$ cat src/rtl/edge_event_arbiter.sv
// edge_event_arbiter: detects rising/falling edges on CH_NUM synchronous inputs,
// parks each edge in a one-entry per-channel slot, and serialises the slots onto
// a single valid/ready event stream with round-robin arbitration. Drops caused
// by a still-occupied slot are reported as a one-cycle ovf pulse.
// Optional feature macro: EDGE_ARB_OVF_CNT_EN adds ovf_clr/ovf_cnt and a
// saturating drop counter.
module edge_event_arbiter #(
  parameter int CH_NUM    = 4,
  parameter int IDX_W     = $clog2(CH_NUM),
  parameter int OVF_CNT_W = 8
) (
  input  logic                 clk,
  input  logic                 rst_n,
  input  logic [CH_NUM-1:0]    in_s,
  input  logic [CH_NUM-1:0]    mask_rise,
  input  logic [CH_NUM-1:0]    mask_fall,
  output logic                 ev_valid,
  input  logic                 ev_ready,
  output logic [IDX_W-1:0]     ev_ch,
  output logic                 ev_fall,
  output logic [CH_NUM-1:0]    pend,
  output logic                 ovf,
`ifdef EDGE_ARB_OVF_CNT_EN
  input  logic                 ovf_clr,
  output logic [OVF_CNT_W-1:0] ovf_cnt,
`endif
  output logic [IDX_W-1:0]     ovf_ch
);

  typedef enum logic {
    IDLE = 1'b0,
    SEND = 1'b1
  } state_e;

  state_e            state_q, state_d;
  logic [CH_NUM-1:0] prev_q;
  logic              arm_q;
  logic [CH_NUM-1:0] slotFull_q, slotFull_d;
  logic [CH_NUM-1:0] slotFall_q, slotFall_d;
  logic [IDX_W-1:0]  rrPtr_q, rrPtr_d;
  logic [IDX_W-1:0]  evCh_q, evCh_d;
  logic              evFall_q, evFall_d;
  logic              ovf_q, ovf_d;
  logic [IDX_W-1:0]  ovfCh_q, ovfCh_d;

  logic [CH_NUM-1:0] riseEv, fallEv, dropVec, unloadVec;
  logic              grantFound, grantEn, doGrant;
  logic [IDX_W-1:0]  grantIdx;
  logic [IDX_W:0]    candWide;

  // Edges are only recognised once the first post-reset sample has been taken
  assign riseEv = {CH_NUM{arm_q}} & in_s & ~prev_q & ~mask_rise;
  assign fallEv = {CH_NUM{arm_q}} & ~in_s & prev_q & ~mask_fall;

  // A new grant may be issued whenever the stream is idle or the current event is accepted
  assign grantEn = (state_q == IDLE) || ev_ready;
  assign doGrant = grantEn && grantFound;

  // Round-robin search: first full slot starting just after the last granted channel
  always_comb begin
    grantFound = 1'b0;
    grantIdx   = '0;
    candWide   = '0;
    for (int k = 1; k <= CH_NUM; k++) begin
      candWide = {1'b0, rrPtr_q} + (IDX_W+1)'(k);
      if (candWide >= (IDX_W+1)'(CH_NUM)) begin
        candWide = candWide - (IDX_W+1)'(CH_NUM);
      end
      if (!grantFound && slotFull_q[candWide[IDX_W-1:0]]) begin
        grantFound = 1'b1;
        grantIdx   = candWide[IDX_W-1:0];
      end
    end
  end

  // Stream FSM: load the granted slot into the output register and track IDLE/SEND
  always_comb begin
    state_d   = state_q;
    evCh_d    = evCh_q;
    evFall_d  = evFall_q;
    rrPtr_d   = rrPtr_q;
    unloadVec = '0;
    if (doGrant) begin
      state_d             = SEND;
      evCh_d              = grantIdx;
      evFall_d            = slotFall_q[grantIdx];
      rrPtr_d             = grantIdx;
      unloadVec[grantIdx] = 1'b1;
    end else if ((state_q == SEND) && ev_ready) begin
      state_d = IDLE;
    end
  end

  // Slot update: unload on grant, refill on edge; an edge into an occupied slot is dropped
  always_comb begin
    slotFull_d = slotFull_q;
    slotFall_d = slotFall_q;
    dropVec    = '0;
    for (int i = 0; i < CH_NUM; i++) begin
      if (unloadVec[i]) begin
        slotFull_d[i] = 1'b0;
      end
      if (riseEv[i] || fallEv[i]) begin
        if (slotFull_q[i] && !unloadVec[i]) begin
          dropVec[i] = 1'b1;
        end else begin
          slotFull_d[i] = 1'b1;
          slotFall_d[i] = fallEv[i];
        end
      end
    end
  end

  // Drop report: single-cycle pulse naming the lowest dropping channel
  always_comb begin
    ovf_d   = |dropVec;
    ovfCh_d = '0;
    for (int i = CH_NUM - 1; i >= 0; i--) begin
      if (dropVec[i]) begin
        ovfCh_d = IDX_W'(i);
      end
    end
  end

  // State registers; reset discards every slot and any event in flight
  always_ff @(posedge clk or negedge rst_n) begin
    if (!rst_n) begin
      state_q    <= IDLE;
      prev_q     <= '0;
      arm_q      <= 1'b0;
      slotFull_q <= '0;
      slotFall_q <= '0;
      rrPtr_q    <= IDX_W'(CH_NUM - 1);
      evCh_q     <= '0;
      evFall_q   <= 1'b0;
      ovf_q      <= 1'b0;
      ovfCh_q    <= '0;
    end else begin
      state_q    <= state_d;
      prev_q     <= in_s;
      arm_q      <= 1'b1;
      slotFull_q <= slotFull_d;
      slotFall_q <= slotFall_d;
      rrPtr_q    <= rrPtr_d;
      evCh_q     <= evCh_d;
      evFall_q   <= evFall_d;
      ovf_q      <= ovf_d;
      ovfCh_q    <= ovfCh_d;
    end
  end

  assign ev_valid = (state_q == SEND);
  assign ev_ch    = evCh_q;
  assign ev_fall  = evFall_q;
  assign pend     = slotFull_q;
  assign ovf      = ovf_q;
  assign ovf_ch   = ovfCh_q;

`ifdef EDGE_ARB_OVF_CNT_EN
  logic [OVF_CNT_W-1:0] ovfCnt_q, ovfCnt_d;

  // Saturating drop counter; clear wins over a coincident increment
  always_comb begin
    ovfCnt_d = ovfCnt_q;
    if (ovf_clr) begin
      ovfCnt_d = '0;
    end else if (ovf_q && (ovfCnt_q != {OVF_CNT_W{1'b1}})) begin
      ovfCnt_d = ovfCnt_q + 1'b1;
    end
  end

  // Counter register
  always_ff @(posedge clk or negedge rst_n) begin
    if (!rst_n) begin
      ovfCnt_q <= '0;
    end else begin
      ovfCnt_q <= ovfCnt_d;
    end
  end

  assign ovf_cnt = ovfCnt_q;
`endif

endmodule

$ cat config.mk
export PLATFORM = sky130hd
export DESIGN_NAME = edge_event_arbiter
export DESIGN_NICKNAME = d
export VERILOG_FILES = /design/src/rtl/edge_event_arbiter.sv
export SDC_FILE = /design/constraint.sdc
export NUM_CORES = 1
export LEC_CHECK = 0
export BUFFER_PORTS_ARGS = -buffer_cell sky130_fd_sc_hd__buf_2
export CORE_MARGIN = 8
export CORE_UTILIZATION = 56
export DETAILED_ROUTE_END_ITERATION = 6
export PLACE_DENSITY = 0.93
export RECOVER_POWER = 25
export SLEW_MARGIN = 25
export SYNTH_ARGS = -nofsm -noshare
export SYNTH_HDL_FRONTEND = slang
export SYNTH_SLANG_ARGS = --single-unit
export TNS_END_PERCENT = 50
$ cat constraint.sdc
create_clock -name clk -period 6.55 [get_ports clk]
set_clock_uncertainty 0.1 [all_clocks]
set_input_delay 1.31 -clock clk [delete_from_list [all_inputs] [get_ports clk]]
set_output_delay 1.31 -clock clk [all_outputs]
set_load 0.01 [all_outputs]
Word level (Yosys, flattened, before mapping)
Index checks and enable logic that the tools add are counted.
Storage, ports and cells
  output and inout port bits: 11
  logic and storage cells: 125
  register bits after elaboration: 22
Operators by class
  bitwise logic cells: 15
  $add $sub $neg: 8
  magnitude comparators: 10
  mux-type cells: 51
  reduce and logical (&&, ||, !) cells: 28
Operator list (number)
  1-bit two-way mux: 32
  4-bit AND: 6
  2-bit two-way mux: 12
  4-bit NOT: 4
  2-bit by 3-bit less-than comparator with 1-bit output (second input constant): 5
  3-bit greater-or-equal comparator (second input constant): 4
  1-bit binary-select mux with 2-bit select: 5
  1-bit logical AND: 10
  2-bit AND reduction: 4
  2-bit by 1-bit subtractor with 2-bit output (second input constant): 4
  1-bit logical NOT: 7
  2-bit by 2-bit adder with 3-bit output (second input constant): 2
  1-bit logical OR: 5
  1-bit NOT: 5
  4-bit two-way mux: 1
  4-bit OR reduction: 1
  2-bit by 1-bit adder with 3-bit output (second input constant): 1
  2-bit by 3-bit adder with 3-bit output (second input constant): 1
  1-bit demux with 2-bit select: 1
  2-bit by 1-bit greater-or-equal comparator with 1-bit output (second input constant): 1
  2-bit nonzero test: 1

Logic depth before layout (Yosys ltp)
  word-level depth: 28
  mapped depth: 7

Worst setup path before layout
OpenSTA, ideal clock, no wires.
  path type: in2reg
  start point: input port ev_ready
  end point: register slotFall_q[3]
  arrival time: 2.392 ns
  buffers on the path: 0
  setup slack: 3.932 ns
  stages: 6
  data required time: 6.324 ns
  path through: nor2b_1 -> a211oi_2 -> a21bo_2 -> o21ai_2 -> nand3_1 -> a221o_1
On the way
  cells in the longest elaborated chain, start to end: 7
Ends and longest elaborated chain
  start: declaration: line 18  | input logic ev_ready,
  1-bit logical OR: line 56  | assign grantEn = (state_q == IDLE) || ev_ready;
  1-bit logical AND: line 57  | assign doGrant = grantEn && grantFound;
  4-bit two-way mux: line 83  | if (doGrant) begin
  1-bit logical NOT: line 104  | if (slotFull_q[i] && !unloadVec[i]) begin
  1-bit logical AND: line 104
  1-bit NOT (no source line)
  2-bit AND reduction (no source line)
  end signal: assignment: line 143  | slotFall_q <= slotFall_d;
  end: declaration: line 39  | logic [CH_NUM-1:0] slotFall_q, slotFall_d;
No other way between the ends.
A chain may end at the register's enable or synchronous reset.

Final worst setup path
Ends and elaborated chain as after synthesis.

==> impl_metrics.toml <==
[run_status]
status = "finished, final reports clean"

[power_and_ir_drop]
power.density_nw_per_um2 = 470
p_int_mw = 0.368
clkPwrFrac = 0.168
power_switching_mw = 0.246
ir_drop_mv = 0.283
combinationalPowerShare = 0.454
power.leakage_nw = 0.588
seqPwrFrac = 0.378
sw_frac_of_total = 0.401

[cells_and_area]
area_growth_syn_to_layout_pct = 17.5
multi_input_area_um2 = 531
drive_above_1_share = 0.268
final_nets = 154
n_antenna_cell = 0
fin_util = 0.680
nFillCells = 152
seq_area_um2 = 553

[sta]
drv_slew = 0
clock.fmax_mhz = 404
min_period_ns = 2.48
setup_ws_ns = 4.07
rsz0062_at_grt = "no"
setup_viol = 0
finalCritPeriodShare = 0.378
hold_viol = 0
worstMarginPinSlew_ns = 1.15
slew_headroom = 0.236
hold_slack_ns = 0.389
tns_ns = 0

[floorplanning]
start_util = 0.579
pin_count = 26
die-height_um = 60.6
die-width_um = 60.6
die_area_um2 = 3670
coreArea_um2 = 1920
row_count = 16

[yosys]
synth_cell_types = 40
synth_common_cells = "20 x dfrtp_1, 18 x nand2_1, 7 x nor2_1"
ys_seq_area_frac = 0.497
synthCells = 111
synth_edf_count = 0
ys_warn_count = 0
synth_area_um2 = 1110
async_flop_share = 1.00
yosysTopAreaCell = "dfrtp_1"
synth_nets = 126
synth.most_common_cell = "dfrtp_1"
synth_top_cell_area_share = 0.450
ys.flop_type = "dfrtp_1"
synth_seq_cells = 22
synthTopCellsByArea = "dfrtp_1 45%, nand2_1 6.1%, dfstp_2 4.7%, nand2b_1 2.8%, nor3b_1 2.7%"
avgSynthCellArea_um2 = 10.0

[clock_network]
cts_tree = "done"
clock-root-buffer = "clkbuf_4"
clk_pin_slew_ns = 0.12
cts_setup_buffers = 0
cts_hold_buf = 0
clkLatencyLatePin_ns = 0.31
h-tree-depth = 1
cts_resized = 0
cts_buffers = 3
cts_sinks = 22
clk_path_buf_depth = 2

[route]
drt_drc_violations_left = 0
routedWlPerCell_um = 15.3
drt_pre_antenna_iters = 4
drt.antenna.violating_nets = 0
drtIter0Drc = 24
finalWirelength_um = 2530
vias_per_cell = 5.60
vias = 924

[placed_design]
place_hpwl_um = 2000
finalWeightedCongestion = 0.867
pre_cts_ws_ns = 3.73
io_buffers = 25

[global_route]
overflow = 0
grt_pass1_wl_um = 4150
grt_start_max_net_pins = 23
grt_antenna_before_repair = 0
first_global_vias = 980
grt_use_total = 0.148

[setup_path]
critPathLaunchType = "input pin"
cp-end-kind = "flip-flop"
cp_max_fo = 5
path_class = "input pin to flip-flop"
cp.arrival_ns = 2.59
crit_required_ns = 6.66

[worst_hold_path]
hold_path.class = "flip-flop to flip-flop"

[run]
cap_violations = 0
-- state kept, by name (all words and copies together), names as in the netlist --
register    count
prev_q          4
ev_ch           2
ovf             1
arm_q           1
ev_valid        1
ovf_ch          2
slotFall_q      4
rrPtr_q         2
ev_fall         1
pend            4
-- cells in the final DEF, fill, tap and decap left out, types with 2 or more instances in the layout --
cell / instances
dfrtp_1: 20
buf_2: 20
nand2_1: 18
nor2_1: 7
nand2b_1: 5
inv_1: 5
clkbuf_1: 5
nor3b_1: 4
a21oi_1: 4
nor2b_1: 4
a31oi_1: 3
o21ai_0: 3
clkbuf_4: 3
a221o_1: 2
o21ai_2: 2
and2_1: 2
nand3_1: 2
or2_2: 2
o21a_1: 2
dfstp_2: 2
-- metal layers --
layer  GRT usage  up-vias  part of all wire
met2       0.271       25              0.50
met3      0.0339        9             0.051
met4      0.0664        0             0.019
met5           0        -                 0
li1            -      457                 -
met1       0.157      433              0.43
-- worst max-delay path: stages --
cell and delay, ns:
buf_2 0.07, nor2b_1 0.06, a211oi_2 0.19, a21bo_2 0.28, o21ai_2 0.21, nand3_1 0.10, a221o_1 0.37
-- power groups by stage --
stage | Clock [mW] | Combinational, mW | Sequential, mW
finish | 0.103 | 0.279 | 0.232
global route | 0.109 | 0.307 | 0.239
CTS | 0.104 | 0.281 | 0.232
detailed placement | 0 | 0.281 | 0.234
global placement | 0 | 0.267 | 0.230
floorplan | 0 | 0.200 | 0.230
-- kinds of logic (layout without fill, tap and decap cells) --
family	count (synthesis)	count (layout)	share of synthesized area
simple gates	46	46	0.208
compound gates	33	33	0.236
flops	22	22	0.497
buf+inv	7	34	0.0259
mux	2	2	0.0292
other cells	1	1	0.00337
-- final timing paths --
path                                             end  cells after the start  slack, ns                   start
max                        slotFall_q[3]$_DFFE_PN0P_                      7       4.07                ev_ready
min                              ev_fall$_DFFE_PN0P_                      2       0.39     ev_fall$_DFFE_PN0P_
max reg2reg                            ovf$_DFF_PN0_                      6       4.35  rrPtr_q[1]$_DFFE_PN1P_
min reg2reg                      ev_fall$_DFFE_PN0P_                      2       0.39     ev_fall$_DFFE_PN0P_
max in group asynchronous        prev_q[0]$_DFF_PN0_                      1       4.58                   rst_n
min in group asynchronous  slotFall_q[3]$_DFFE_PN0P_                      1       1.09                   rst_n
-- cell type report --
class	count	share of cell area
Tap cell	27	0.0258
Clock inverter	1	0.0230
Clock buffer	3	0.0172
Inverter	5	0.0144
Sequential cell	22	0.423
Multi-Input combinational cell	82	0.406
Timing Repair Buffer	25	0.0909
-- per-stage QoR --
step,total power [mW],area (um2),instances
6_report,0.615,1310,165
4_1_cts,0.617,1310,165
3_5_place_dp,0.515,1260,161
3_3_place_gp,0.497,1260,161
2_1_floorplan,0.430,1110,111
5_1_grt,0.655,1310,165
No activity file was read; power rests on OpenSTA's default activity.
